[config.mk]
export PLATFORM = sky130hd
export DESIGN_NAME = ahb_resp_mux_n_flat
export DESIGN_NICKNAME = d
export VERILOG_FILES = /design/src/rtl/ahb_resp_mux_n_if.sv /design/src/rtl/ahb_resp_mux_n.sv /design/src/flat_wrapper.sv
export SDC_FILE = /design/constraint.sdc
export NUM_CORES = 1
export LEC_CHECK = 0
export ABC_AREA = 1
export ABC_CLOCK_PERIOD_IN_PS = 4500
export CORE_ASPECT_RATIO = 0.5
export CORE_UTILIZATION = 30
export CTS_CLUSTER_DIAMETER = 200
export DETAILED_ROUTE_END_ITERATION = 6
export PLACE_DENSITY = 0.87
export SETUP_SLACK_MARGIN = 0.05
export SLEW_MARGIN = 10
export SYNTH_ARGS = -nofsm -noshare
export SYNTH_HDL_FRONTEND = slang
export SYNTH_SLANG_ARGS = --single-unit
[constraint.sdc]
create_clock -name hclk -period 4.5 [get_ports hclk]
set_clock_uncertainty 0.1 [all_clocks]
set_input_delay 0.9 -clock hclk [delete_from_list [all_inputs] [get_ports hclk]]
set_output_delay 0.9 -clock hclk [all_outputs]
set_load 0.02 [all_outputs]
[src/rtl/ahb_resp_mux_n_if.sv]
// Bus bundle between the address decoder, the slaves and the master-side
// response mux. The mux uses the slave modport; the master side drives the inputs.
interface ahb_resp_mux_n_if #(
    parameter int NUM_SLAVES = 4,
    parameter int DATA_W     = 32,
    parameter int CNT_W      = 8
);
    logic [1:0]                   htrans;
    logic [NUM_SLAVES-1:0]        hsel_in;
    logic [NUM_SLAVES*DATA_W-1:0] hrdata_s;
    logic [NUM_SLAVES-1:0]        hreadyout_s;
    logic [NUM_SLAVES-1:0]        hresp_s;
    logic [DATA_W-1:0]            hr_data;
    logic                         hready;
    logic                         hresp;
    logic [NUM_SLAVES-1:0]        dsel;
    logic [CNT_W-1:0]             err_count;

    modport slave (
        input  htrans, hsel_in, hrdata_s, hreadyout_s, hresp_s,
        output hr_data, hready, hresp, dsel, err_count
    );

    modport master (
        output htrans, hsel_in, hrdata_s, hreadyout_s, hresp_s,
        input  hr_data, hready, hresp, dsel, err_count
    );
endinterface

[src/rtl/ahb_resp_mux_n.sv]
// AHB-Lite N-way response mux with registered data-phase select, a built-in
// default slave issuing two-cycle ERRORs on bad decodes, and a saturating error counter.
module ahb_resp_mux_n #(
    parameter int NUM_SLAVES = 4,
    parameter int DATA_W     = 32,
    parameter int CNT_W      = 8
) (
    input  logic              hclk,
    input  logic              hreset,
    ahb_resp_mux_n_if.slave   bus
);
    typedef enum logic [1:0] {
        DS_IDLE = 2'd0,
        DS_ERR1 = 2'd1,
        DS_ERR2 = 2'd2
    } ds_state_t;

    localparam logic [1:0]       TRANS_NONSEQ = 2'b10;
    localparam logic [1:0]       TRANS_SEQ    = 2'b11;
    localparam logic [CNT_W-1:0] CNT_MAX      = {CNT_W{1'b1}};

    ds_state_t             ds_state_q, ds_state_d;
    logic [NUM_SLAVES-1:0] dsel_q, dsel_d;
    logic [CNT_W-1:0]      err_count_q, err_count_d;

    logic                  addr_valid;
    logic                  hsel_onehot;
    logic                  hready_c;
    logic                  hresp_c;
    logic [DATA_W-1:0]     hr_data_c;
    logic [DATA_W-1:0]     slave_data;
    logic [DATA_W-1:0]     masked_data [NUM_SLAVES];

    assign addr_valid  = (bus.htrans == TRANS_NONSEQ) || (bus.htrans == TRANS_SEQ);
    assign hsel_onehot = (bus.hsel_in != '0) &&
                         ((bus.hsel_in & (bus.hsel_in - NUM_SLAVES'(1))) == '0);

    // dsel is one-hot or zero, so an AND-OR reduction acts as the data mux.
    for (genvar gi = 0; gi < NUM_SLAVES; gi++) begin : g_mask
        assign masked_data[gi] = dsel_q[gi] ? bus.hrdata_s[gi*DATA_W +: DATA_W] : '0;
    end

    always_comb begin
        slave_data = '0;
        for (int i = 0; i < NUM_SLAVES; i++) begin
            slave_data = slave_data | masked_data[i];
        end
    end

    always_comb begin
        hr_data_c = '0;
        hready_c  = 1'b1;
        hresp_c   = 1'b0;
        case (ds_state_q)
            DS_ERR1: begin
                hready_c = 1'b0;
                hresp_c  = 1'b1;
            end
            DS_ERR2: begin
                hresp_c = 1'b1;
            end
            default: begin
                if (dsel_q != '0) begin
                    hr_data_c = slave_data;
                    hready_c  = |(dsel_q & bus.hreadyout_s);
                    hresp_c   = |(dsel_q & bus.hresp_s);
                end
            end
        endcase
    end

    // ERR1 always advances, even though hready is low, so the error is never cut short.
    always_comb begin
        ds_state_d  = ds_state_q;
        dsel_d      = dsel_q;
        err_count_d = err_count_q;
        if (ds_state_q == DS_ERR1) begin
            ds_state_d = DS_ERR2;
        end else if (hready_c) begin
            if (addr_valid && hsel_onehot) begin
                dsel_d     = bus.hsel_in;
                ds_state_d = DS_IDLE;
            end else if (addr_valid) begin
                dsel_d     = '0;
                ds_state_d = DS_ERR1;
                if (err_count_q != CNT_MAX) begin
                    err_count_d = err_count_q + CNT_W'(1);
                end
            end else begin
                dsel_d     = '0;
                ds_state_d = DS_IDLE;
            end
        end
    end

    always_ff @(posedge hclk) begin
        if (hreset) begin
            ds_state_q  <= DS_IDLE;
            dsel_q      <= '0;
            err_count_q <= '0;
        end else begin
            ds_state_q  <= ds_state_d;
            dsel_q      <= dsel_d;
            err_count_q <= err_count_d;
        end
    end

    assign bus.hr_data   = hr_data_c;
    assign bus.hready    = hready_c;
    assign bus.hresp     = hresp_c;
    assign bus.dsel      = dsel_q;
    assign bus.err_count = err_count_q;
endmodule

[src/flat_wrapper.sv]
// flat-port wrapper written by rule: the top's interface ports become plain ports
module ahb_resp_mux_n_flat 
#(
    parameter int NUM_SLAVES = 4,
    parameter int DATA_W     = 32,
    parameter int CNT_W      = 8
)
  (hclk, hreset, bus_htrans, bus_hsel_in, bus_hrdata_s, bus_hreadyout_s, bus_hresp_s, bus_hr_data, bus_hready, bus_hresp, bus_dsel, bus_err_count);
  ahb_resp_mux_n_if #(.NUM_SLAVES(NUM_SLAVES), .DATA_W(DATA_W), .CNT_W(CNT_W)) bus_i ();
  input  logic hclk;
  input  logic hreset;
  input wire logic [$bits(bus_i.htrans)-1:0] bus_htrans;
  input wire logic [$bits(bus_i.hsel_in)-1:0] bus_hsel_in;
  input wire logic [$bits(bus_i.hrdata_s)-1:0] bus_hrdata_s;
  input wire logic [$bits(bus_i.hreadyout_s)-1:0] bus_hreadyout_s;
  input wire logic [$bits(bus_i.hresp_s)-1:0] bus_hresp_s;
  output wire logic [$bits(bus_i.hr_data)-1:0] bus_hr_data;
  output wire logic [$bits(bus_i.hready)-1:0] bus_hready;
  output wire logic [$bits(bus_i.hresp)-1:0] bus_hresp;
  output wire logic [$bits(bus_i.dsel)-1:0] bus_dsel;
  output wire logic [$bits(bus_i.err_count)-1:0] bus_err_count;
  assign bus_i.htrans = bus_htrans;
  assign bus_i.hsel_in = bus_hsel_in;
  assign bus_i.hrdata_s = bus_hrdata_s;
  assign bus_i.hreadyout_s = bus_hreadyout_s;
  assign bus_i.hresp_s = bus_hresp_s;
  assign bus_hr_data = bus_i.hr_data;
  assign bus_hready = bus_i.hready;
  assign bus_hresp = bus_i.hresp;
  assign bus_dsel = bus_i.dsel;
  assign bus_err_count = bus_i.err_count;
  ahb_resp_mux_n #(.NUM_SLAVES(NUM_SLAVES), .DATA_W(DATA_W), .CNT_W(CNT_W)) u_core (.hclk(hclk), .hreset(hreset), .bus(bus_i));
endmodule
== Yosys cells after proc, flatten, opt, wreduce, memory -nomap -nowiden ==
Index checks and enable logic that the tools add are counted.

* Multiply operators: 0
* $add $sub $neg: 2
* Order comparisons: 0
* Shift-type cells: 0
* Reductions and logical operators: 13
* Bitwise operators: 8
* Equality and inequality tests: 5
* Multiplexer cells: 15
* Divide/modulo/power cells: 0

{| class="wikitable"
|+ Operators with widths
! cell !! number
|-
| 32-bit two-way mux || 6
|-
| 32-bit bitwise OR || 3
|-
| 4-bit AND || 3
|-
| 8-bit by 1-bit adder with 8-bit output, second input constant || 1
|-
| 8-bit != test, second input constant || 1
|-
| 4-bit nonzero test || 2
|-
| 4-bit OR reduction || 2
|-
| 2-bit == test, second input constant || 3
|-
| 2-bit two-way mux || 3
|-
| 5-bit AND reduction || 1
|-
| 4-bit zero test || 1
|-
| 1-bit two-way mux || 4
|-
| 4-bit two-way mux || 1
|-
| 2-bit OR reduction || 2
|-
| 4-bit by 1-bit subtractor with 4-bit output, second input constant || 1
|-
| 2-bit by 1-bit == test with 1-bit output, second input constant || 1
|-
| 1-bit logical AND || 2
|-
| 1-bit inverter || 2
|-
| 1-bit case mux with 2 select lines || 1
|-
| 2-bit AND reduction || 1
|-
| 2-bit nonzero test || 1
|-
| 1-bit logical OR || 1
|}

* Bits in read-only memories: 0
* RAM bits: 0
* Memories kept: 0
* Register bits: 14
* Output and inout bits: 46
* Latch bits: 0
* Input bits: 144

== Longest topological paths before layout ==
Gate-level depths: netlist of the first run.

* Word-level depth: 8
* Gate-level depth with buffers: 10
* Mapped depth without buffers: 10

== Least setup slack after synthesis of the first run ==
OpenSTA, ideal clock, no wires.

* Kind: input-to-output
* Start point: in bus_hrdata_s[0]
* End point: out bus_hr_data[0]
* Path buffers: 0
* Arrival: 1.444 ns
* Stages on the path: 3
* Path slack: 2.056 ns
* Path through: a22o_1 -> a221oi_1 -> nor2_1

* Word-level cells in the longest chain between the ends: 6

{| class="wikitable"
|+ RTL lines
! element !! line !! RTL
|-
| start, declared || flat_wrapper.sv:14 || <nowiki>input wire logic [$bits(bus_i.hrdata_s)-1:0] bus_hrdata_s;</nowiki>
|-
| 32-bit two-way mux || ahb_resp_mux_n.sv:40 || <nowiki>assign masked_data[gi] = dsel_q[gi] ? bus.hrdata_s[gi*DATA_W +: DATA_W] : '0;</nowiki>
|-
| 32-bit bitwise OR (3 in series) || ahb_resp_mux_n.sv:46 || <nowiki>slave_data = slave_data | masked_data[i];</nowiki>
|-
| 32-bit two-way mux || ahb_resp_mux_n.sv:63 || <nowiki>if (dsel_q != '0) begin</nowiki>
|-
| 32-bit two-way mux || ahb_resp_mux_n.sv:54 || <nowiki>case (ds_state_q)</nowiki>
|-
| end, declared || flat_wrapper.sv:17 || <nowiki>output wire logic [$bits(bus_i.hr_data)-1:0] bus_hr_data;</nowiki>
|}

Every way passes these cells.

== Worst setup path in the final report of the first run ==
* Start point: in bus_hreadyout_s[2]
* End point: out bus_hready

* Word-level cells in the longest chain between the ends: 4

{| class="wikitable"
|+ RTL lines
! element !! line !! RTL
|-
| start, declared || flat_wrapper.sv:15 || <nowiki>input wire logic [$bits(bus_i.hreadyout_s)-1:0] bus_hreadyout_s;</nowiki>
|-
| 4-bit AND || ahb_resp_mux_n.sv:65 || <nowiki>hready_c = |(dsel_q & bus.hreadyout_s);</nowiki>
|-
| 4-bit OR reduction || ahb_resp_mux_n.sv:65 ||
|-
| 1-bit two-way mux || ahb_resp_mux_n.sv:63 ||
|-
| 1-bit case mux with 2 select lines || ahb_resp_mux_n.sv:54 ||
|-
| end, declared || flat_wrapper.sv:18 || <nowiki>output wire logic [$bits(bus_i.hready)-1:0] bus_hready;</nowiki>
|}

Every way passes these cells.

==> metrics.cfg, run 1 <==
[run_status]
status = finished, final reports clean

[min_path]
whs_path_depth = 2
hold_class = reg2reg
holdPathEnd = u_core.bus.err_count[4]
worstHoldStart = u_core.bus.err_count[4]

[sta]
maxSlewViolCount = 0
tns_ns = 0
finalSetupViolCount = 0
hold_viol = 0
fin_crit_ns = 3.53
slew_headroom_pct = 58.0
fin_crit_sh_pct = 78.5
fmax_mhz = 283
tightest_slew_ns = 0.630
rsz0062_at_grt = no

[setup_path]
critPathRequiredTime_ns = 3.50
r2r_start = u_core.ds_state_q[0]
cp_max_fo = 8
crit_type = in2out
reg2reg_slack_ns = 2.34
timing.rr.end = u_core.bus.err_count[5]
crit_family = buffers and inverters
worst-path-buf-inv = 2
r2r_cells = 8
end_kind = output port
crit_chain = clkdlybuf4s50_1, nand2_2, nand2_2, nor2_4, a21oi_4, clkdlybuf4s50_1
crit_path_max_incr_delay_ns = 0.66
startpoint_type = primary input
cp_slowest_cell = clkdlybuf4s50_1
cp_data_arrival_time_ns = 2.53

[power_and_ir_drop]
swShare_pct = 36.5
pwr-share-comb_pct = 62.5
p_per_area_nw_per_um2 = 178
p_leak_uw = 0.00140
power.internal_uw = 409
power_switching_uw = 235
ir_drop_mv = 0.201
p_seq_share_pct = 21.7
p_clk_share_pct = 15.8

[clock_tree]
cts_resized = 0
insertion_delay_ns = 0.24
cts_root_buffer = clkbuf_8
cts.path.max_buffers = 2
numCtsBuffers = 3
postCtsHoldBufs = 0
cts_tree = built
clock_sink_count = 14
h-tree-depth = 1
cts_setup_buffers = 0
cts.clk_slew.worst_paths_ns = 0.05

[drt]
wirelength_um = 8350
first_iter_violations = 225
num_vias = 2563
vias_per_cell = 5.27
dr.pass1.iters = 4
drtAntennaViolNets = 0
wl_per_cell_um = 17.2
post-route-drc-count = 0

[synthesis]
synth_top_cell_by_area = a22o_1
ys_warn_count = 0
synthCells = 241
yosys.cell_types.count = 24
synth_area_um2 = 1690
synthTopCellsByArea = a22o_1 17%, a221oi_1 17%, dfxtp_1 17%
yosys_register_bits = 14
avgSynthCellArea_um2 = 7.01
synthDominantCellAreaShare_pct = 17.1
syn-num-nets = 388
synth-seq-area-share_pct = 16.6

[die]
core_um2 = 5160
die-height_um = 55.1
ios = 190
die-width_um = 108
rows = 18
die_area_um2 = 5960
start_util_pct = 32.8

[layout]
final_cell_mix = 188 x clkdlybuf4s50_1, 43 x nor2_1, 38 x nand2_1
multi_input_area_um2 = 1240
syn_to_final_growth_pct = 115
fin_nets = 565
regArea_um2 = 280
fill_cells = 431
drive_gt1_share_pct = 5.05
final_cells = 486
num_antenna_cells = 0
final_common_cell = clkdlybuf4s50_1

[global_routing]
antenna_found_initial = 0
grt_max_degree = 34
grt_pass1_vias = 2534
grt_use_total_pct = 25.8
grt_first_pass_wirelength_um = 12000
grt_overflow = 0

[placement]
placed_cells = 483
portBuffers = 188
hpwl_um = 6730
finalWeightedCongestion = 0.775

[run]
maxCapViolCount = 0

[how the worst max path moves through the flow]
stage                     cells past startpoint              to  slack [ns]            startpoint
after detailed placement                      6      bus_hready        0.97    bus_hreadyout_s[2]
final                                         6      bus_hready        0.97    bus_hreadyout_s[2]
after CTS                                     6      bus_hready        0.98    bus_hreadyout_s[2]
after global placement                        6      bus_hready        0.99    bus_hreadyout_s[2]
after floorplan                               3  bus_hr_data[0]        2.06       bus_hrdata_s[0]
after global routing                          6      bus_hready        0.86  u_core.ds_state_q[0]
[metrics by stage]
stage	utilization [%]	power, uW	hold slack (ns)	cell area (um^2)	setup WS (ns)
2_1_floorplan	-	322	0.388	1690	2.06
3_3_place_gp	69.5	533	0.379	3580	0.987
3_5_place_dp	69.5	544	0.406	3580	0.974
4_1_cts	70.3	645	0.416	3630	0.979
5_1_grt	70.3	683	0.436	3630	0.864
6_report	70.3	644	0.408	3630	0.969
[cell families after synthesis]
kind of cell             Yosys count  share of synthesized area (%)
AO/OA/AOI/OAI                     81                           39.9
XOR/XNOR                           6                           3.11
adder cells (fa/ha/maj)            3                           2.22
buffers and inverters             37                           9.99
flip-flops                        14                           16.6
AND/OR/NAND/NOR                  100                           28.2
[synth_stat cells (all sizes together)]
| cell | instances |
|---|---|
| a21oi | 14 |
| nand4 | 5 |
| clkbuf | 16 |
| xnor2 | 2 |
| ha | 3 |
| o211ai | 1 |
| a22o | 33 |
| nand3 | 5 |
| nand3b | 1 |
| dfxtp | 14 |
| nor2 | 47 |
| a221oi | 32 |
| inv | 17 |
| nand2 | 42 |
| buf | 4 |
| o21ai | 1 |
| xor2 | 4 |
[sequential cells by signal, summed over array words and instances (netlist names)]
register / count
u_core.bus.dsel: 4
u_core.bus.err_count: 8
u_core.ds_state_q: 2
[layer usage]
layer  share of wire [%]  track usage [%]
met1                  40             30.3
met2                  52             50.3
met3                 6.1             4.45
met4                 1.7             6.39
met5                   0                0
[tightest hold or removal path, cell delays in order, from the launching register on]
cell and delay [ns]:
dfxtp_1 0.34, nand2_1 0.07, a21oi_1 0.05
[final cells by class]
type,instances,share of cell area [%]
clock buffer,3,1.14
timing repair buffer,192,52.7
tap,70,2.42
multi-input combinational,190,34.2
inverter,17,1.76
sequential,14,7.73
[power by group through the flow]
stage	logic [uW]	registers, uW	clock network, uW
2_1_floorplan	179	143	0
3_3_place_gp	391	142	0
4_1_cts	403	140	102
5_1_grt	430	141	112
3_5_place_dp	401	143	0
6_report	403	140	102
Note: power is estimated with default switching activity, not from simulation.
==> inputs of run 2 (changes only) <==
- ABC_CLOCK_PERIOD_IN_PS: 4500 -> 3050
- CORE_UTILIZATION: 30 -> 25
- PLACE_DENSITY: 0.87 -> 0.77
- clock period: 4.5 -> 3.05 ns (I/O delays scaled with it)
==> metrics.cfg, run 2 (same netlist as run 1, synthesis figures left out) <==
[sta]
rsz0062_at_grt = no
tightest_slew_ns = 0.438  ; -0.192 ns
maxSlewViolCount = 0  ; unchanged
hold_ws_ns = 0.404  ; -0.00447 ns
fin_crit_sh_pct = 93.1
slew_headroom_pct = 70.7  ; +13 points
finalSetupViolCount = 0  ; unchanged
hold_viol = 0  ; unchanged
fmax_mhz = 352
fin_crit_ns = 2.84
tns_ns = 0  ; unchanged

[power_and_ir_drop]
p_per_area_nw_per_um2 = 291  ; +64%
power_uw = 1090  ; +69%
p_leak_uw = 0.00145  ; +3.6%
ir_drop_mv = 0.276  ; +37%

[clock_tree]
cts.path.max_buffers = 2  ; unchanged
cts.clk_slew.worst_paths_ns = 0.05  ; about the same
numCtsBuffers = 3  ; unchanged
cts_root_buffer = clkbuf_16
insertion_delay_ns = 0.24  ; about the same
clock_sink_count = 14  ; unchanged
h-tree-depth = 1  ; unchanged
cts_tree = built

[layout]
fin_nets = 570  ; +0.88%
syn_to_final_growth_pct = 122
finalInstanceArea_um2 = 3750  ; +3.4%
final_cell_mix = 188 x clkdlybuf4s50_1, 43 x nor2_1, 38 x nand2_1
num_antenna_cells = 0  ; unchanged
final_common_cell = clkdlybuf4s50_1
largest_register_ffs = 8  ; unchanged
finish.utilization_pct = 59.7  ; -11 points
drive_gt1_share_pct = 6.40  ; +1.4 points

[setup_path]
r2r_start = u_core.ds_state_q[0]
critPathRequiredTime_ns = 2.34  ; -1.16 ns
startpoint_type = flop
cp_max_fo = 19  ; +11
end_kind = output port
cp_data_arrival_time_ns = 2.13  ; -0.40 ns
crit_path_start = u_core.ds_state_q[0]
reg2reg_slack_ns = 1.20  ; -1.14 ns
crit_path_max_incr_delay_ns = 0.63  ; -0.03 ns
cp_slowest_cell = clkdlybuf4s50_1
crit_chain = inv_1, ha_1, inv_4, buf_4, nor2_1, clkdlybuf4s50_1
crit_type = reg2out

[drt]
post-route-drc-count = 0  ; unchanged
vias_per_cell = 4.93  ; -6.6%
dr.pass1.iters = 4  ; unchanged
first_iter_violations = 154  ; -32%
wirelength_um = 7840  ; -6.0%
num_vias = 2512  ; -2.0%
met3_wirelength_um = 435  ; -14%
met2_length_um = 4100  ; -5.3%
drtAntennaViolNets = 0  ; unchanged
wl_per_cell_um = 15.4  ; -10%
routed.top_layer = met4
met1_length_um = 3260  ; -3.2%

[run_status]
status = finished, final reports clean

[run]
maxCapViolCount = 0  ; unchanged

[placement]
finalWeightedCongestion = 0.812  ; +4.7%
placed_area_um2 = 3660  ; +2.0%
hpwl_um = 6300  ; -6.4%
portBuffers = 188  ; unchanged

[die]
die-height_um = 60.1  ; +9.2%
die_area_um2 = 7110  ; +19%
ios = 190  ; unchanged
rows = 20  ; +2
core_um2 = 6280  ; +22%
start_util_pct = 26.9  ; -5.9 points
die-width_um = 118  ; +9.4%

[global_routing]
grt_max_degree = 36  ; +5.9%
grt_use_total_pct = 20.8  ; -4.9 points
grt_overflow = 0  ; unchanged
grt_first_pass_wirelength_um = 11800  ; -1.2%
grt_pass1_vias = 2327  ; -8.2%
antenna_found_initial = 0  ; unchanged

[min_path]
hold_class = reg2reg
worstHoldStart = u_core.bus.err_count[3]

[run 2: changes by cell type in the layout (fill, tap and decap cells not counted)]
| cell | change |
|---|---|
| buf_12 | +1 |
| buf_4 | +4 |
| clkbuf_16 | +3 |
| clkbuf_8 | -2 |
| inv_2 | -1 |
| inv_4 | +1 |
[run 2: stage by stage]
stage	std cells	setup slack (ns)
finish	510	0.209
CTS	510	0.131
detailed placement	506	0.231
global placement	506	0.256
floorplan	241	0.945
global route	510	0.0862
[run 2: worst max-delay path, delay by kind of cell, from the launching register on]
family,cells,cell delay (ns)
buf+inv,4,1.04
fa+ha+maj,1,0.38
flops,1,0.33
simple gates,1,0.13
[run 2: routing by layer]
metal  vias up  track usage [%]
met3         6             2.77
met1      1158             26.0
met5         -                0
li1       1249                -
met4         0             3.11
met2        99             39.7
[run 2: timing repair]
action / 4_1_cts / 5_1_grt
setup buffers: 0 / 0
gates resized for setup: 0 / 2
setup endpoints to repair: 0 / 4
hold endpoints to repair: 0 / 0
hold buffers: 0 / 0
[run 2: power by group]
group          switching (uW)  internal, uW
logic                     275           336
registers                8.24           193
clock network            78.2           199
total                     362           727
[run 2: layout make-up]
class                      instances  area [um^2]
multi-input combinational        190         1240
inverter                          17         66.3
sequential                        14          280
clock buffer                       4         88.8
timing repair buffer             197         1960
fill                             574         2530
tap                               88          110
[run 2: final timing paths]
kind | cells after the start | end
max | 6 | bus_hr_data[24]
min reg2reg | 2 | u_core.bus.err_count[3]
min | 2 | u_core.bus.err_count[3]
max reg2reg | 9 | u_core.bus.err_count[4]
